`config.mk`:
```
export PLATFORM = sky130hd
export DESIGN_NAME = irrigation_timer
export DESIGN_NICKNAME = d
export VERILOG_FILES = /design/src/rtl/irrigation_pkg.sv /design/src/rtl/irrigation_timer_bcd_digit.sv /design/src/rtl/irrigation_timer.sv
export SDC_FILE = /design/constraint.sdc
export NUM_CORES = 1
export LEC_CHECK = 0
export CORE_MARGIN = 10
export CORE_UTILIZATION = 60
export CTS_BUF_LIST = sky130_fd_sc_hd__clkbuf_8
export DETAILED_ROUTE_END_ITERATION = 6
export MAX_ROUTING_LAYER = met4
export PLACE_DENSITY = 0.88
export SKIP_CTS_REPAIR_TIMING = 1
export SYNTH_ARGS = -nofsm -noshare
export SYNTH_HDL_FRONTEND = slang
export SYNTH_HIERARCHICAL = 1
export SYNTH_SLANG_ARGS = --single-unit
```
`constraint.sdc`:
```
create_clock -name clk -period 14.4 [get_ports clk]
set_input_delay 2.16 -clock clk [delete_from_list [all_inputs] [get_ports clk]]
set_output_delay 2.16 -clock clk [all_outputs]
set_load 0.01 [all_outputs]
```
`src/rtl/irrigation_pkg.sv`:
```
// ---------------------------------------------------------------------------
// irrigation_pkg
//   Shared definitions for the irrigation window timer:
//     - state_t      : controller state (IDLE, COUNT, EXPIRED)
//     - BCD_W        : width of one BCD digit
//     - digit_max(i) : highest legal value of digit i
//                      (5 for the tens-of-seconds digit, 9 otherwise)
// ---------------------------------------------------------------------------
package irrigation_pkg;

  localparam int BCD_W = 4;

  typedef enum logic [1:0] {
    IDLE    = 2'd0,
    COUNT   = 2'd1,
    EXPIRED = 2'd2
  } state_t;

  // Digit 1 is tens of seconds and only runs 0..5; every other digit is
  // a plain decimal digit.
  function automatic logic [BCD_W-1:0] digit_max(input int i);
    return (i == 1) ? 4'd5 : 4'd9;
  endfunction

endpackage

```
`src/rtl/irrigation_timer_bcd_digit.sv`:
```
// ---------------------------------------------------------------------------
// bcd_digit
//   One up/down BCD digit with a parallel load, chained to its neighbours
//   through a ripple enable.
//   Ports:
//     clk, clear_n : clock and asynchronous active-low reset
//     en           : step this digit on the next edge
//     dir          : 0 = increment, 1 = decrement
//     ld, ld_val   : parallel load (takes priority over en)
//     q            : current digit value
//     cout         : carry (up) / borrow (down) into the next digit
// ---------------------------------------------------------------------------
module bcd_digit
  import irrigation_pkg::*;
#(
  parameter logic [BCD_W-1:0] MAX = 4'd9
) (
  input  logic             clk,
  input  logic             clear_n,
  input  logic             en,
  input  logic             dir,
  input  logic             ld,
  input  logic [BCD_W-1:0] ld_val,
  output logic [BCD_W-1:0] q,
  output logic             cout
);

  // The next digit moves only when this one is stepping and is about to
  // wrap: at MAX when counting up, at zero when counting down.
  assign cout = en & (dir ? (q == '0) : (q == MAX));

  always_ff @(posedge clk or negedge clear_n) begin
    if (!clear_n) begin
      q <= '0;
    end else if (ld) begin
      q <= ld_val;
    end else if (en) begin
      if (dir) begin
        q <= (q == '0) ? MAX : q - 1'b1;
      end else begin
        q <= (q == MAX) ? '0 : q + 1'b1;
      end
    end
  end

endmodule

```
`src/rtl/irrigation_timer.sv`:
```
// ---------------------------------------------------------------------------
// irrigation_timer
//   Cascadable BCD up/down time counter used to time irrigation windows.
//   Digit 0 = seconds units, digit 1 = seconds tens (0..5), digits 2.. are
//   decimal (minutes units, minutes tens, ...).
//   Parameters:
//     NDIG        : number of BCD digits (2..8)
//     AUTO_RELOAD : 1 = on down-count expiry reload the shadow value and
//                   keep counting
//   Ports:
//     clk, clear_n : clock and asynchronous active-low reset
//     tick         : one-cycle count enable, once per second
//     load         : load sanitised load_val into counter and shadow
//     load_val     : BCD preset, digit i at bits [4i+3:4i]
//     start, stop  : resume / pause counting (stop wins)
//     dir          : 0 = count up, 1 = count down
//     bcd_out      : current count, same packing as load_val
//     running      : high while in COUNT
//     done         : one-cycle pulse when a down count reaches zero
//     wrap         : one-cycle pulse when an up count rolls over to zero
// ---------------------------------------------------------------------------
module irrigation_timer
  import irrigation_pkg::*;
#(
  parameter int NDIG        = 4,
  parameter int AUTO_RELOAD = 0
) (
  input  logic                  clk,
  input  logic                  clear_n,
  input  logic                  tick,
  input  logic                  load,
  input  logic [BCD_W*NDIG-1:0] load_val,
  input  logic                  start,
  input  logic                  stop,
  input  logic                  dir,
  output logic [BCD_W*NDIG-1:0] bcd_out,
  output logic                  running,
  output logic                  done,
  output logic                  wrap
);

  localparam int  W         = BCD_W * NDIG;
  localparam bit  RELOAD_EN = (AUTO_RELOAD != 0);

  state_t         state;
  state_t         state_next;
  logic [W-1:0]   count;
  logic [W-1:0]   shadow;
  logic [W-1:0]   sanitised;
  logic [W-1:0]   dig_ld_val;
  logic           dig_ld;
  logic           shadow_ld;
  logic           step_en;
  logic           done_next;
  logic           wrap_next;
  logic [NDIG-1:0] dig_en;
  logic [NDIG-1:0] carry;
  logic           count_zero;
  logic           count_one;
  logic           shadow_zero;

  assign bcd_out     = count;
  assign count_zero  = (count == '0);
  assign count_one   = (count == W'(1));
  assign shadow_zero = (shadow == '0);

  // Clamp every preset digit to its legal range so the counter can never
  // hold a non-BCD value or a tens-of-seconds digit above 5.
  always_comb begin
    sanitised = '0;
    for (int i = 0; i < NDIG; i++) begin
      if (load_val[BCD_W*i +: BCD_W] > digit_max(i)) begin
        sanitised[BCD_W*i +: BCD_W] = digit_max(i);
      end else begin
        sanitised[BCD_W*i +: BCD_W] = load_val[BCD_W*i +: BCD_W];
      end
    end
  end

  // Ripple enable: digit 0 steps on a counting tick, each higher digit
  // steps when the digit below it carries or borrows.
  assign dig_en[0] = step_en;
  for (genvar g = 1; g < NDIG; g++) begin : g_chain
    assign dig_en[g] = carry[g-1];
  end

  for (genvar g = 0; g < NDIG; g++) begin : g_digit
    bcd_digit #(
      .MAX (digit_max(g))
    ) u_digit (
      .clk     (clk),
      .clear_n (clear_n),
      .en      (dig_en[g]),
      .dir     (dir),
      .ld      (dig_ld),
      .ld_val  (dig_ld_val[BCD_W*g +: BCD_W]),
      .q       (count[BCD_W*g +: BCD_W]),
      .cout    (carry[g])
    );
  end

  // An up step that carries out of the top digit was at all-max and is
  // rolling over to zero. Kept outside the FSM block so the carry chain
  // does not feed back into the process that drives step_en.
  assign wrap_next = step_en & ~dir & carry[NDIG-1];

  // Next-state and datapath control. Inputs are taken in strict priority
  // load > stop > start > tick, and only the winning one acts this cycle.
  always_comb begin
    state_next = state;
    step_en    = 1'b0;
    dig_ld     = 1'b0;
    dig_ld_val = shadow;
    shadow_ld  = 1'b0;
    done_next  = 1'b0;

    if (load) begin
      dig_ld     = 1'b1;
      dig_ld_val = sanitised;
      shadow_ld  = 1'b1;
      state_next = IDLE;
    end else if (stop) begin
      if (state == COUNT) begin
        state_next = IDLE;
      end
    end else if (start) begin
      case (state)
        IDLE: begin
          // A down count starting at zero has nothing to time: report
          // expiry straight away instead of running.
          if (!dir || !count_zero) begin
            state_next = COUNT;
          end else begin
            done_next = 1'b1;
          end
        end
        EXPIRED: begin
          dig_ld = 1'b1;
          if (shadow_zero) begin
            done_next = 1'b1;
          end else begin
            state_next = COUNT;
          end
        end
        default: begin
        end
      endcase
    end else if (tick && (state == COUNT)) begin
      if (dir && count_zero && RELOAD_EN) begin
        // Auto-reload: the tick after expiry restores the window length.
        dig_ld = 1'b1;
      end else begin
        step_en = 1'b1;
        if (dir && count_one) begin
          done_next = 1'b1;
          if (!RELOAD_EN) begin
            state_next = EXPIRED;
          end
        end
      end
    end
  end

  // State, shadow and registered status outputs.
  always_ff @(posedge clk or negedge clear_n) begin
    if (!clear_n) begin
      state   <= IDLE;
      shadow  <= '0;
      running <= 1'b0;
      done    <= 1'b0;
      wrap    <= 1'b0;
    end else begin
      state   <= state_next;
      running <= (state_next == COUNT);
      done    <= done_next;
      wrap    <= wrap_next;
      if (shadow_ld) begin
        shadow <= sanitised;
      end
    end
  end

endmodule

```
* After elaboration in Yosys (flattened, before gate mapping)
Index checks and enable logic that the tools add are counted.
** Storage, ports and cells
- Bits in registers :: 37
- Bits in latches :: 0
- Memory bits (writable) :: 0
- Bits in read-only memories :: 0
- Bits of input ports :: 23
- Output and inout port bits :: 19
- Logic and storage cells :: 107
- Memories :: 0
** Operators by class
- Add/sub/neg operators :: 8
- Multiply operators :: 0
- Div/mod/pow operators :: 0
- $lt $le $gt $ge :: 4
- Equal/unequal tests :: 8
- Shifts and indexed selects :: 0
- Mux-type cells :: 55
- Bitwise gates (word level) :: 7
- Reduce and logical (&&, ||, !) cells :: 16
** Operators with widths (number)
- two-way mux 4 bit :: 24
- logical NOT 16 bit :: 2
- two-way mux 1 bit :: 20
- adder 4 x 1 -> 4 bit, second input constant :: 4
- == test 16 x 1 -> 1 bit, second input constant :: 1
- logical NOT 4 bit :: 4
- two-way mux 16 bit :: 1
- two-way mux 2 bit :: 8
- subtractor 4 x 1 -> 4 bit, second input constant :: 4
- == test 4 bit, second input constant :: 3
- greater-than comparator 4 bit, second input constant :: 3
- nonzero test 2 bit :: 4
- bitwise AND 1 bit :: 6
- == test 2 x 1 -> 1 bit, second input constant :: 2
- == test 4 x 3 -> 1 bit, second input constant :: 1
- greater-than comparator 4 x 3 -> 1 bit, second input constant :: 1
- one-hot mux 2 bit (2 select lines) :: 1
- == test 2 bit, second input constant :: 1
- logical AND 1 bit :: 2
- logical NOT 1 bit :: 2
- logical NOT 2 bit :: 1
- one-hot mux 1 bit (2 select lines) :: 1
- logical OR 1 bit :: 1
- inverter 1 bit :: 1

* Longest topological paths before layout
Gate-level depths: netlist of run 1.
- Depth after elaboration :: 11
- Depth in mapped cells :: 10
- Depth with buffers taken out :: 10

* Hierarchy
Netlist of run 1, hierarchy kept.
** Modules (own cells, without submodules)
- bcd_digit at g_digit[0].u_digit ... :: times used 3, cells an instance 45, area each 385.4 um^2, seq. area each 100.1 um^2
- irrigation_timer :: times used 1, cells an instance 110, area each 1088.5 um^2, seq. area each 525.5 um^2
- bcd_digit at g_digit[1].u_digit :: times used 1, cells an instance 40, area each 327.8 um^2, seq. area each 100.1 um^2

* Worst setup path before layout of run 1
No wires, ideal clock.
- Path type :: input-to-reg
- Start point :: input port start
- End point :: register wrap
- Setup time :: 69 ps
- Arrival :: 6478 ps
- Required time :: 14331 ps
- Setup slack :: 7853 ps
- Stages :: 10
- Path buffers :: 1
- Cells stage by stage :: buf_2 -> nor4_1 -> inv_1 -> a2111oi_0 -> nor4b_1 -> inv_1 -> a2111oi_0 -> inv_1 -> a2111oi_0 -> and3b_1
** On the way
- Word-level cells in the longest chain between the ends :: 8
- Elaborated cells between the ends (all ways) :: 9
- Classes of those cells :: mux: 3; bitwise: 6
** RTL lines
- start, declared :: RTL line irrigation_timer.sv:33 : input logic start,
- two-way mux 1 bit :: RTL line irrigation_timer.sv:126 : end else if (start) begin
- two-way mux 1 bit :: RTL line irrigation_timer.sv:122 : end else if (stop) begin
- two-way mux 1 bit :: RTL line irrigation_timer.sv:117 : if (load) begin
- via step_en :: RTL line irrigation_timer.sv:53 : logic step_en;
- bitwise AND 1 bit :: RTL line irrigation_timer_bcd_digit.sv:30 : assign cout = en & (dir ? (q == '0) : (q == MAX));
- via carry[0] :: RTL line irrigation_timer.sv:57 : logic [NDIG-1:0] carry;
- bitwise AND 1 bit :: RTL line irrigation_timer_bcd_digit.sv:30
- via carry[1] :: RTL line irrigation_timer.sv:57
- bitwise AND 1 bit :: RTL line irrigation_timer_bcd_digit.sv:30
- via carry[2] :: RTL line irrigation_timer.sv:57
- bitwise AND 1 bit :: RTL line irrigation_timer_bcd_digit.sv:30
- via carry[3] :: RTL line irrigation_timer.sv:57
- bitwise AND 1 bit :: RTL line irrigation_timer.sv:105 : assign wrap_next = step_en & ~dir & carry[NDIG-1];
- via wrap_next :: RTL line irrigation_timer.sv:55 : logic wrap_next;
- end signal, assigned :: RTL line irrigation_timer.sv:176 : wrap <= wrap_next;
- end, declared :: RTL line irrigation_timer.sv:39 : output logic wrap
The timed path passes the listed nets, and every way through them passes these cells.
A chain may end at the register's enable or synchronous reset.

* Worst setup path in the final report of run 1
- Start point :: input port load
- End point :: register wrap
** On the way
- Word-level cells in the longest chain between the ends :: 6
- Elaborated cells between the ends (all ways) :: 7
- Classes of those cells :: mux: 1; bitwise: 6
** RTL lines
- start, declared :: RTL line irrigation_timer.sv:31 : input logic load,
- two-way mux 1 bit :: RTL line irrigation_timer.sv:117
- via step_en :: RTL line irrigation_timer.sv:53
- bitwise AND 1 bit :: RTL line irrigation_timer_bcd_digit.sv:30
- via carry[0] :: RTL line irrigation_timer.sv:57
- bitwise AND 1 bit :: RTL line irrigation_timer_bcd_digit.sv:30
- via carry[1] :: RTL line irrigation_timer.sv:57
- bitwise AND 1 bit :: RTL line irrigation_timer_bcd_digit.sv:30
- via carry[2] :: RTL line irrigation_timer.sv:57
- bitwise AND 1 bit :: RTL line irrigation_timer_bcd_digit.sv:30
- via carry[3] :: RTL line irrigation_timer.sv:57
- bitwise AND 1 bit :: RTL line irrigation_timer.sv:105
- via wrap_next :: RTL line irrigation_timer.sv:55
The timed path passes the listed nets, and every way through them passes these cells.

==> qor.json, run 1 <==
{
  "status": {"value": "completed"},
  "total_neg_setup_slack": {"value": 0, "unit": "ns"},
  "synth.ff_latch_count": {"value": 37},
  "yosysUniqueCellTypes": {"value": 59},
  "die_footprint": {"value": 7310, "unit": "um^2"},
  "route.vias.total": {"value": 2327},
  "depth_of_the_cts_h_tree": {"value": 2},
  "portBuffers": {"value": 41},
  "clock_skew": {"value": 0.00484, "unit": "ns"},
  "global_route_wire_length_before_repair": {"value": 10800, "unit": "um"},
  "power_report.internal_total": {"value": 0.184, "unit": "mW"},
  "edff_count_synth": {"value": 0},
  "synth_cells": {"value": 285},
  "cts_made_buffers": {"value": 5},
  "cellPowerDensity": {"value": 85.6, "unit": "nW/um^2"},
  "mappedNetlistArea": {"value": 2570, "unit": "um^2"},
  "grt.overflow.total": {"value": 0},
  "seqPwrFrac": {"value": 0.496},
  "final_hold_vios": {"value": 0},
  "ys_top_cells_by_area": {"value": "sky130_fd_sc_hd__dfrtp_1 (36%), sky130_fd_sc_hd__o21ai_0 (5.3%), sky130_fd_sc_hd__and4bb_2 (4.4%), sky130_fd_sc_hd__nand3b_1 (3.5%), sky130_fd_sc_hd__inv_1 (3.2%)"},
  "worst_setup_hold_path_clk_slew": {"value": 0.07, "unit": "ns"},
  "die_height": {"value": 85.5, "unit": "um"},
  "end_kind": {"value": "register"},
  "worst_hold_path.num_cells": {"value": 1},
  "synth.yosys.seq_area_share": {"value": 0.360},
  "post-synth-top-count-cell": {"value": "sky130_fd_sc_hd__dfrtp_1"},
  "clock.fmax": {"value": 154, "unit": "MHz"},
  "crit_type": {"value": "primary input to register"},
  "drt-pass1-iter-count": {"value": 4},
  "synth-async-reset-ratio": {"value": 1.00},
  "nFillCells": {"value": 314},
  "setup_viol": {"value": 0},
  "required": {"value": 14.62, "unit": "ns"},
  "slew_headroom": {"value": 0.258},
  "pwr-share-comb": {"value": 0.236},
  "grt_usage": {"value": 0.180},
  "syn2layout_area_growth": {"value": 20.5, "unit": "%"},
  "final_period_minus_worst_setup_slack": {"value": 6.51, "unit": "ns"},
  "drt-wirelength-per-cell": {"value": 17.0, "unit": "um"},
  "synth_largest_type_area_fraction": {"value": 0.360},
  "placeableCoreArea": {"value": 4090, "unit": "um^2"},
  "post-place-ws": {"value": 7.68, "unit": "ns"},
  "r2r_slack": {"value": 10.58, "unit": "ns"},
  "cts.sinks": {"value": 37},
  "drive_gt1_frac": {"value": 0.153},
  "slew_violations": {"value": 0},
  "clock_power_share": {"value": 0.269},
  "drt_first_iter_violations": {"value": 135},
  "synth_top_cell_by_area": {"value": "sky130_fd_sc_hd__dfrtp_1"},
  "cts_buffer_depth": {"value": 2},
  "tritoncts": {"value": "done"},
  "finalWirelength": {"value": 6430, "unit": "um"},
  "drt-vias-per-instance": {"value": 6.17},
  "floorplan.initialDensity": {"value": 0.630},
  "path_category_of_the_worst_min_delay_check": {"value": "register to register"},
  "fin_total_pwr": {"value": 0.266, "unit": "mW"},
  "rsz_0062_raised_after_global_routing": {"value": "false"},
  "vdd_ir_drop_max": {"value": 0.0000403, "unit": "V"},
  "grt_max_degree": {"value": 40},
  "clk_latency": {"value": 0.28, "unit": "ns"},
  "clk_root_buffer_cell": {"value": "sky130_fd_sc_hd__clkbuf_8"},
  "period_share": {"value": 0.452},
  "cp_data_arrival_time": {"value": 6.73, "unit": "ns"},
  "ant_nets": {"value": 0},
  "detailed_place_hpwl": {"value": 4540, "unit": "um"},
  "via_count_of_the_first_global_routing_pass": {"value": 2302},
  "finalCoreUtilization": {"value": 0.759},
  "drc": {"value": 0},
  "switching_share": {"value": 0.309},
  "std_cell_rows": {"value": 23},
  "netSwitchingPower": {"value": 0.0820, "unit": "mW"},
  "place_congestion": {"value": 0.876},
  "setup.worst_path.start_class": {"value": "primary input"},
  "path_max_fanout": {"value": 32},
  "synth.avg_cell_area": {"value": 9.03, "unit": "um^2"},
  "post_synthesis_net_count": {"value": 308},
  "io-pin-count": {"value": 42},
  "final_net_count": {"value": 350},
  "leakagePower": {"value": 1.17, "unit": "nW"},
  "post-route-worst-setup-slack": {"value": 7.89, "unit": "ns"},
  "worst-slew-pin-transition": {"value": 1.10, "unit": "ns"},
  "maxCapViolCount": {"value": 0},
  "die_x": {"value": 85.5, "unit": "um"},
  "synth_top_flop_cell": {"value": "sky130_fd_sc_hd__dfrtp_1"},
  "insertedDiodeCount": {"value": 0},
  "synth_commonest_cells": {"value": "sky130_fd_sc_hd__dfrtp_1 (37), sky130_fd_sc_hd__o21ai_0 (27), sky130_fd_sc_hd__inv_1 (22), sky130_fd_sc_hd__nand2_1 (20), sky130_fd_sc_hd__nor2_1 (19)"},
  "ff2ff_path_depth": {"value": 13},
  "antenna_found_initial": {"value": 0},
  "yosys_warnings": {"value": 6}
}
[critical path, stage by stage]
cell,delay (ns)
sky130_fd_sc_hd__clkdlybuf4s50_1,0.97
sky130_fd_sc_hd__nand2b_1,0.41
sky130_fd_sc_hd__nor4_1,0.23
sky130_fd_sc_hd__buf_4,0.21
sky130_fd_sc_hd__inv_1,0.08
sky130_fd_sc_hd__a2111oi_0,0.29
sky130_fd_sc_hd__buf_4,0.22
sky130_fd_sc_hd__nor4b_1,0.89
sky130_fd_sc_hd__inv_1,0.17
sky130_fd_sc_hd__a2111oi_0,0.36
sky130_fd_sc_hd__buf_4,0.23
sky130_fd_sc_hd__inv_1,0.07
sky130_fd_sc_hd__a2111oi_0,0.23
sky130_fd_sc_hd__and3b_1,0.21
[power by group through the flow]
stage,Sequential (mW),Combinational [mW],Clock (mW)
2_1_floorplan,0.129,0.0367,0
3_3_place_gp,0.133,0.0608,0
3_5_place_dp,0.133,0.0624,0
4_1_cts,0.131,0.0629,0.0730
5_1_grt,0.133,0.0693,0.0770
6_report,0.132,0.0626,0.0714
[layout make-up]
type	count	area (um^2)	share of cell area
multi-input combinational	214	1490	0.481
timing repair buffer	46	448	0.144
clock buffer	6	82.6	0.0266
tap	50	62.6	0.0202
inverter	23	86.3	0.0278
sequential	37	926	0.299
clock inverter	1	3.75	0.00121
[per-layer routing]
metal | global-route usage | vias to the layer above | routed length, um
li1 | - | 1120 | -
met1 | 0.232 | 1114 | 2880
met2 | 0.275 | 84 | 3090
met3 | 0.0354 | 9 | 378
met4 | 0.0569 | 0 | 85
met5 | - | - | 0
[layout by cell type, fill, tap and decap left out, drive strengths merged, types with 3 or more instances in the layout]
master          n
nor3            7
buf             5
o21ai          28
or3             6
nor2           19
nor4            6
a21boi          3
a31oi           9
nand2          20
xnor2           9
inv            24
a2111oi         3
dfrtp          37
o21a            3
or3b            3
nand4           3
o22ai           6
or2             3
a22oi           3
nor2b           8
nor4b           4
clkbuf          6
nand3b         12
and4bb          9
o221a           3
clkdlybuf4s50  41
a21oi          10
nand2b          6
mux2            3
a211oi          5
and2            4
[sequential cells by signal, indices dropped and copies added (netlist names)]
| name | flops |
|---|---|
| done | 1 |
| running | 1 |
| state | 2 |
| g_digit.u_digit/q | 16 |
| shadow | 16 |
| wrap | 1 |
[logic make-up (layout without fill, tap and decap cells)]
group | after synthesis | in the layout | share of synthesized area
compound gates | 80 | 80 | 0.208
buf+inv | 34 | 76 | 0.0603
flops | 37 | 37 | 0.360
mux | 4 | 4 | 0.0170
xor+xnor | 9 | 9 | 0.0306
simple gates | 121 | 121 | 0.324
[per-stage QoR]
stage / cells / cell area [um^2] / hold slack (ns)
after floorplan: 285 / 2570 / 0.494
after global placement: 370 / 3010 / 0.509
after detailed placement: 370 / 3010 / 0.510
after CTS: 377 / 3100 / 0.529
after global routing: 377 / 3100 / 0.553
final: 377 / 3100 / 0.530
[final timing paths]
check / from / end
setup / recovery: load / wrap
hold / removal: shadow[3] / shadow[3]
setup reg to reg: state[1] / wrap
hold reg to reg: shadow[3] / shadow[3]
max in group asynchronous: clear_n / g_digit[3].u_digit/q[3]
min in group asynchronous: clear_n / g_digit[0].u_digit/q[0]
Power figures use the tool's default switching activity.
==> run 2, diff against run 1 <==
- CORE_UTILIZATION: 60 -> 50
- PLACE_DENSITY: 0.88 -> 0.78
- clock period: 14.4 -> 5.8 ns (I/O delays scaled with it)
==> run 2 against run 1 <==
Clock skew about the same; largest cell class unchanged; count of clock-buffer cells in the layout down 1; critical path depth up 2; total power up 150%; routed wire length down 1.3%; non-clock buffer count up 1; sequential power up 150%; highest routed layer unchanged.
==> qor.json, run 2 (synthesized netlist as in run 1, its figures left out) <==
{
  "status": {"value": "completed"},
  "cts_buffer_depth": {"value": 2, "change": "unchanged"},
  "required": {"value": 6.04, "unit": "ns", "change": "-8.58 ns"},
  "cp_cell_sequence": {"value": "clkdlybuf4s50_1 -> buf_4 -> nand2b_1 -> nor4_1 -> buf_4 -> inv_1 -> a2111oi_0 -> buf_4 -> nor4b_1 -> buf_4 -> inv_1 -> a2111oi_0 -> buf_4 -> inv_1 -> a2111oi_0 -> and3b_1"},
  "finalWirelength": {"value": 6340, "unit": "um", "change": "-1.3%"},
  "leakagePower": {"value": 1.17, "unit": "nW", "change": "+0.52%"},
  "grt_max_degree": {"value": 38, "change": "-5.0%"},
  "global_route_wire_length_before_repair": {"value": 11100, "unit": "um", "change": "+2.0%"},
  "clk_root_buffer_cell": {"value": "sky130_fd_sc_hd__clkbuf_8"},
  "rsz_0062_raised_after_global_routing": {"value": "false"},
  "regToRegStartpoint": {"value": "state[1]"},
  "detailed_place_hpwl": {"value": 4600, "unit": "um", "change": "+1.4%"},
  "critical-path-top-cell-by-count": {"value": "sky130_fd_sc_hd__buf_4"},
  "depth_of_the_cts_h_tree": {"value": 2, "change": "unchanged"},
  "drt-pass1-iter-count": {"value": 4, "change": "unchanged"},
  "critical-path-max-stage-delay": {"value": 0.40, "unit": "ns", "change": "-0.57 ns"},
  "hold_sp": {"value": "shadow[3]"},
  "drt_first_iter_violations": {"value": 100, "change": "-26%"},
  "fin_total_pwr": {"value": 0.655, "unit": "mW", "change": "+150%"},
  "floorplan.initialDensity": {"value": 0.510, "change": "-0.119"},
  "worst_setup_hold_path_clk_slew": {"value": 0.07, "unit": "ns", "change": "about the same"},
  "layout.cells.most_common_list": {"value": "sky130_fd_sc_hd__clkdlybuf4s50_1 (40), sky130_fd_sc_hd__dfrtp_1 (37), sky130_fd_sc_hd__o21ai_0 (27)"},
  "insertedDiodeCount": {"value": 0, "change": "unchanged"},
  "worst-slew-pin-transition": {"value": 0.834, "unit": "ns", "change": "-0.263 ns"},
  "ant_nets": {"value": 0, "change": "unchanged"},
  "clock.fmax": {"value": 248, "unit": "MHz"},
  "io-pin-count": {"value": 42, "change": "unchanged"},
  "drc": {"value": 0, "change": "unchanged"},
  "setup.worst_path.start_class": {"value": "primary input"},
  "maxCapViolCount": {"value": 0, "change": "unchanged"},
  "nFillCells": {"value": 444, "change": "+41%"},
  "path_category_of_the_worst_min_delay_check": {"value": "register to register"},
  "grt_usage": {"value": 0.160, "change": "-0.0197"},
  "end_kind": {"value": "register"},
  "drt-vias-per-instance": {"value": 5.78, "change": "-6.4%"},
  "holdPathEnd": {"value": "shadow[3]"},
  "syn2layout_area_growth": {"value": 21.4, "unit": "%"},
  "die_x": {"value": 91.7, "unit": "um", "change": "+7.3%"},
  "clk_latency": {"value": 0.29, "unit": "ns", "change": "about the same"},
  "ff2ff_path_depth": {"value": 14, "change": "+1"},
  "total_neg_setup_slack": {"value": 0, "unit": "ns", "change": "unchanged"},
  "worst_hold_path.num_cells": {"value": 1, "change": "unchanged"},
  "final_net_count": {"value": 351, "change": "+0.29%"},
  "die_height": {"value": 91.7, "unit": "um", "change": "+7.3%"},
  "place_congestion": {"value": 0.905, "change": "+3.3%"},
  "die_footprint": {"value": 8410, "unit": "um^2", "change": "+15%"},
  "setup_viol": {"value": 0, "change": "unchanged"},
  "timing.rr.end": {"value": "wrap"},
  "route.vias.total": {"value": 2306, "change": "-0.90%"},
  "slew_headroom": {"value": 0.444, "change": "+0.186"},
  "cellPowerDensity": {"value": 210, "unit": "nW/um^2", "change": "+140%"},
  "crit_slowest_cell": {"value": "sky130_fd_sc_hd__clkdlybuf4s50_1"},
  "path_max_fanout": {"value": 32, "change": "unchanged"},
  "std_cell_rows": {"value": 26, "change": "+13%"},
  "cp_data_arrival_time": {"value": 4.26, "unit": "ns", "change": "-2.47 ns"},
  "final_period_minus_worst_setup_slack": {"value": 4.03, "unit": "ns"},
  "antenna_found_initial": {"value": 0, "change": "unchanged"},
  "crit_type": {"value": "primary input to register"},
  "layout.cell_area.non_filler": {"value": 3120, "unit": "um^2", "change": "+0.77%"},
  "clock_skew": {"value": 0.00470, "unit": "ns", "change": "-0.000139 ns"},
  "cts.sinks": {"value": 37, "change": "unchanged"},
  "placed_cell_area": {"value": 3040, "unit": "um^2", "change": "+0.91%"},
  "final_hold_vios": {"value": 0, "change": "unchanged"},
  "slew_violations": {"value": 0, "change": "unchanged"},
  "placeableCoreArea": {"value": 5040, "unit": "um^2", "change": "+23%"},
  "crit_buf_inv": {"value": 9, "change": "+2"},
  "cts_made_buffers": {"value": 5, "change": "unchanged"},
  "drive_gt1_frac": {"value": 0.161, "change": "+0.00819"},
  "layout.cells.most_common": {"value": "sky130_fd_sc_hd__clkdlybuf4s50_1"},
  "via_count_of_the_first_global_routing_pass": {"value": 2234, "change": "-3.0%"},
  "grt.overflow.total": {"value": 0, "change": "unchanged"},
  "tritoncts": {"value": "done"},
  "portBuffers": {"value": 41, "change": "unchanged"},
  "period_share": {"value": 0.694},
  "biggestRegsByFlops": {"value": "g_digit.u_digit/q x16, shadow x16, state x2"},
  "drt-wirelength-per-cell": {"value": 15.9, "unit": "um", "change": "-6.7%"},
  "vdd_ir_drop_max": {"value": 0.000118, "unit": "V", "change": "+190%"},
  "critical_path.top_delay_family": {"value": "buffers and inverters"},
  "r2r_slack": {"value": 2.62, "unit": "ns", "change": "-7.96 ns"}
}
run 2: worst max-delay path by stage:
stage | start | endpoint | slack, ns | depth (start not counted)
global placement | load | wrap | 1.51 | 16
detailed placement | load | wrap | 1.47 | 16
CTS | load | wrap | 1.74 | 16
finish | load | wrap | 1.77 | 16
global route | load | wrap | 1.32 | 16
floorplan | start | wrap | 0.54 | 10
run 2: area by class of cell:
type                            instances  area (um^2)  area share
Multi-Input combinational cell        214         1490       0.477
Sequential cell                        37          926       0.296
Timing Repair Buffer                   47          450       0.144
Tap cell                               70         87.6      0.0280
Inverter                               23         86.3      0.0276
Clock buffer                            5         68.8      0.0220
Clock inverter                          3         13.8     0.00441
run 2: metrics by stage:
stage | utilization | std cells | hold slack [ns] | worst slack (ns)
after floorplan | - | 285 | 0.494 | 0.543
after global placement | 0.603 | 391 | 0.504 | 1.51
after detailed placement | 0.603 | 391 | 0.519 | 1.47
after CTS | 0.620 | 399 | 0.536 | 1.74
after global routing | 0.620 | 399 | 0.553 | 1.32
final | 0.620 | 399 | 0.538 | 1.77
run 2: where the power goes:
| group | internal, mW | switching (mW) | total [mW] |
|---|---|---|---|
| registers | 0.279 | 0.0480 | 0.327 |
| clock network | 0.0815 | 0.0927 | 0.174 |
| logic | 0.0832 | 0.0698 | 0.153 |
run 2: per-layer routing:
layer,vias to the layer above,part of all wire,track usage
met1,1105,0.47,0.211
li1,1130,-,-
met4,0,0.011,0.0540
met5,-,0,-
met3,8,0.048,0.0285
met2,63,0.47,0.243
==> run 3, diff against run 2 <==
- clock period: 5.8 -> 3.5 ns (I/O delays scaled with it)
==> run 3 against run 2 <==
First-iteration DRC count is 130% higher; clock power is 67% higher; critical path depth is 4 lower; sequential cell count stayed put; die area stayed put; final cell count is 0.75% higher; critical endpoint unchanged; highest routed layer unchanged.
==> qor.json, run 3 (synthesized netlist as in run 1, its figures left out) <==
{
  "final_period_minus_worst_setup_slack": {"value": 2.97, "unit": "ns"},
  "crit_type": {"value": "primary input to register"},
  "vdd_ir_drop_max": {"value": 0.000150, "unit": "V", "change": "+27%"},
  "grt.overflow.total": {"value": 0, "change": "unchanged"},
  "biggestRegsByFlops": {"value": "g_digit.u_digit/q x16, shadow x16, state x2"},
  "placed_cell_area": {"value": 3090, "unit": "um^2", "change": "+1.6%"},
  "clock.fmax": {"value": 337, "unit": "MHz"},
  "ant_nets": {"value": 0, "change": "unchanged"},
  "finalWirelength": {"value": 6420, "unit": "um", "change": "+1.2%"},
  "route.vias.total": {"value": 2310, "change": "+0.17%"},
  "setup.worst_path.start_class": {"value": "primary input"},
  "maxCapViolCount": {"value": 0, "change": "unchanged"},
  "drt-pass1-iter-count": {"value": 6, "change": "+2"},
  "drive_gt1_frac": {"value": 0.181, "change": "+0.0196"},
  "rsz_0062_raised_after_global_routing": {"value": "false"},
  "worst_setup_hold_path_clk_slew": {"value": 0.07, "unit": "ns", "change": "about the same"},
  "worst-slew-pin-transition": {"value": 0.805, "unit": "ns", "change": "-0.0287 ns"},
  "total_neg_setup_slack": {"value": 0, "unit": "ns", "change": "unchanged"},
  "cellPowerDensity": {"value": 344, "unit": "nW/um^2", "change": "+64%"},
  "clk_latency": {"value": 0.30, "unit": "ns", "change": "about the same"},
  "slew_violations": {"value": 0, "change": "unchanged"},
  "die_x": {"value": 91.7, "unit": "um", "change": "unchanged"},
  "path_max_fanout": {"value": 8, "change": "-75%"},
  "grt_use_met3": {"value": 0.0302, "change": "+0.00163"},
  "cts_made_buffers": {"value": 5, "change": "unchanged"},
  "required": {"value": 3.74, "unit": "ns", "change": "-2.30 ns"},
  "layout.cell_area.non_filler": {"value": 3170, "unit": "um^2", "change": "+1.5%"},
  "status": {"value": "completed"},
  "clk_root_buffer_cell": {"value": "sky130_fd_sc_hd__clkbuf_8"},
  "floorplan.initialDensity": {"value": 0.510, "change": "unchanged"},
  "critical-path-max-stage-delay": {"value": 0.42, "unit": "ns", "change": "+0.02 ns"},
  "die_footprint": {"value": 8410, "unit": "um^2", "change": "unchanged"},
  "global_route_wire_length_before_repair": {"value": 11000, "unit": "um", "change": "-0.62%"},
  "end_kind": {"value": "register"},
  "place_congestion": {"value": 0.881, "change": "-2.7%"},
  "met1_usage": {"value": 0.207, "change": "-0.00397"},
  "crit_slowest_cell": {"value": "sky130_fd_sc_hd__clkdlybuf4s50_1"},
  "tritoncts": {"value": "done"},
  "period_share": {"value": 0.848},
  "grt_usage": {"value": 0.160, "change": "+0.000459"},
  "crit_buf_inv": {"value": 5, "change": "-4"},
  "leakagePower": {"value": 1.19, "unit": "nW", "change": "+1.3%"},
  "grt_util_met2": {"value": 0.245, "change": "+0.00178"},
  "cts.sinks": {"value": 37, "change": "unchanged"},
  "final_net_count": {"value": 354, "change": "+0.85%"},
  "regToRegStartpoint": {"value": "state[1]"},
  "drt-vias-per-instance": {"value": 5.75, "change": "-0.57%"},
  "portBuffers": {"value": 41, "change": "unchanged"},
  "detailed_place_hpwl": {"value": 4630, "unit": "um", "change": "+0.61%"},
  "critical-path-top-cell-by-count": {"value": "sky130_fd_sc_hd__inv_1"},
  "slew_headroom": {"value": 0.463, "change": "+0.0192"},
  "insertedDiodeCount": {"value": 0, "change": "unchanged"},
  "layout.cells.most_common": {"value": "sky130_fd_sc_hd__clkdlybuf4s50_1"},
  "cts_buffer_depth": {"value": 2, "change": "unchanged"},
  "setup_viol": {"value": 0, "change": "unchanged"},
  "via_count_of_the_first_global_routing_pass": {"value": 2229, "change": "-0.22%"},
  "drt-wirelength-per-cell": {"value": 16.0, "unit": "um", "change": "+0.40%"},
  "cp_data_arrival_time": {"value": 3.21, "unit": "ns", "change": "-1.05 ns"},
  "grt_max_degree": {"value": 38, "change": "unchanged"},
  "io-pin-count": {"value": 42, "change": "unchanged"},
  "syn2layout_area_growth": {"value": 23.3, "unit": "%"},
  "depth_of_the_cts_h_tree": {"value": 2, "change": "unchanged"},
  "drc": {"value": 0, "change": "unchanged"},
  "antenna_found_initial": {"value": 0, "change": "unchanged"},
  "placeableCoreArea": {"value": 5040, "unit": "um^2", "change": "unchanged"},
  "cp_cell_sequence": {"value": "clkdlybuf4s50_1 -> nand2b_1 -> nor4_2 -> inv_1 -> a2111oi_2 -> nor4b_2 -> inv_1 -> a2111oi_2 -> buf_4 -> inv_1 -> a2111oi_0 -> and3b_1"},
  "critical_path.top_delay_family": {"value": "simple AND/OR/NAND/NOR gates"},
  "clock_skew": {"value": 0.00603, "unit": "ns", "change": "+0.00134 ns"},
  "path_category_of_the_worst_min_delay_check": {"value": "primary input to async pin"},
  "die_height": {"value": 91.7, "unit": "um", "change": "unchanged"},
  "layout.cells.most_common_list": {"value": "sky130_fd_sc_hd__clkdlybuf4s50_1 (40), sky130_fd_sc_hd__dfrtp_1 (37), sky130_fd_sc_hd__o21ai_0 (27)"},
  "final_hold_vios": {"value": 0, "change": "unchanged"},
  "drt_first_iter_violations": {"value": 232, "change": "+130%"},
  "cp-startpoint": {"value": "load"},
  "peak_usage_layer_in_the_global_routing_report": {"value": "met2"},
  "std_cell_rows": {"value": 26, "change": "unchanged"}
}
==> run 3: cell types whose count changed in the layout (fill, tap and decap cells not counted), sizes merged <==
cell and delta:
buf +3
==> run 3: per-layer routing <==
layer,part of all wire,vias to the layer above
met5,0,-
met4,0.017,0
met3,0.030,12
met2,0.49,37
met1,0.47,1123
li1,-,1138
==> run 3: path summary, 6_finish.rpt <==
| path | endpoint | slack, ns | cells after the start |
|---|---|---|---|
| worst max-delay path | wrap | 0.53 | 12 |
| worst min-delay path | shadow[6] | 0.31 | 1 |
| worst max register to register | wrap | 0.80 | 11 |
| worst min register to register | shadow[15] | 0.55 | 1 |
| max in group asynchronous | g_digit[3].u_digit/q[3] | 2.68 | 1 |
| min in group clk | shadow[15] | 0.55 | 1 |
==> run 3: power breakdown <==
group	total (mW)	leakage [nW]	switching, mW	internal, mW
Clock	0.291	0.0491	0.156	0.135
Sequential	0.545	0.448	0.0819	0.463
Combinational	0.255	0.691	0.115	0.140
==> run 3: final cells by class <==
class,instances,area (um^2)
Clock inverter,3,13.8
Sequential cell,37,926
Fill cell,440,1870
Timing Repair Buffer,50,473
Inverter,23,86.3
Clock buffer,5,68.8
Multi-Input combinational cell,214,1520
Tap cell,70,87.6
==> run 3: stage by stage <==
step / util / power [mW] / instances / setup WS (ns) / hold WS, ns
after floorplan: - / 0.685 / 285 / 0.00469 / 0.229
after global placement: 0.613 / 0.803 / 394 / 0.332 / 0.516
after detailed placement: 0.613 / 0.809 / 394 / 0.256 / 0.535
after CTS: 0.629 / 1.10 / 402 / 0.535 / 0.344
after global routing: 0.629 / 1.16 / 402 / 0.270 / 0.390
final: 0.629 / 1.09 / 402 / 0.530 / 0.309
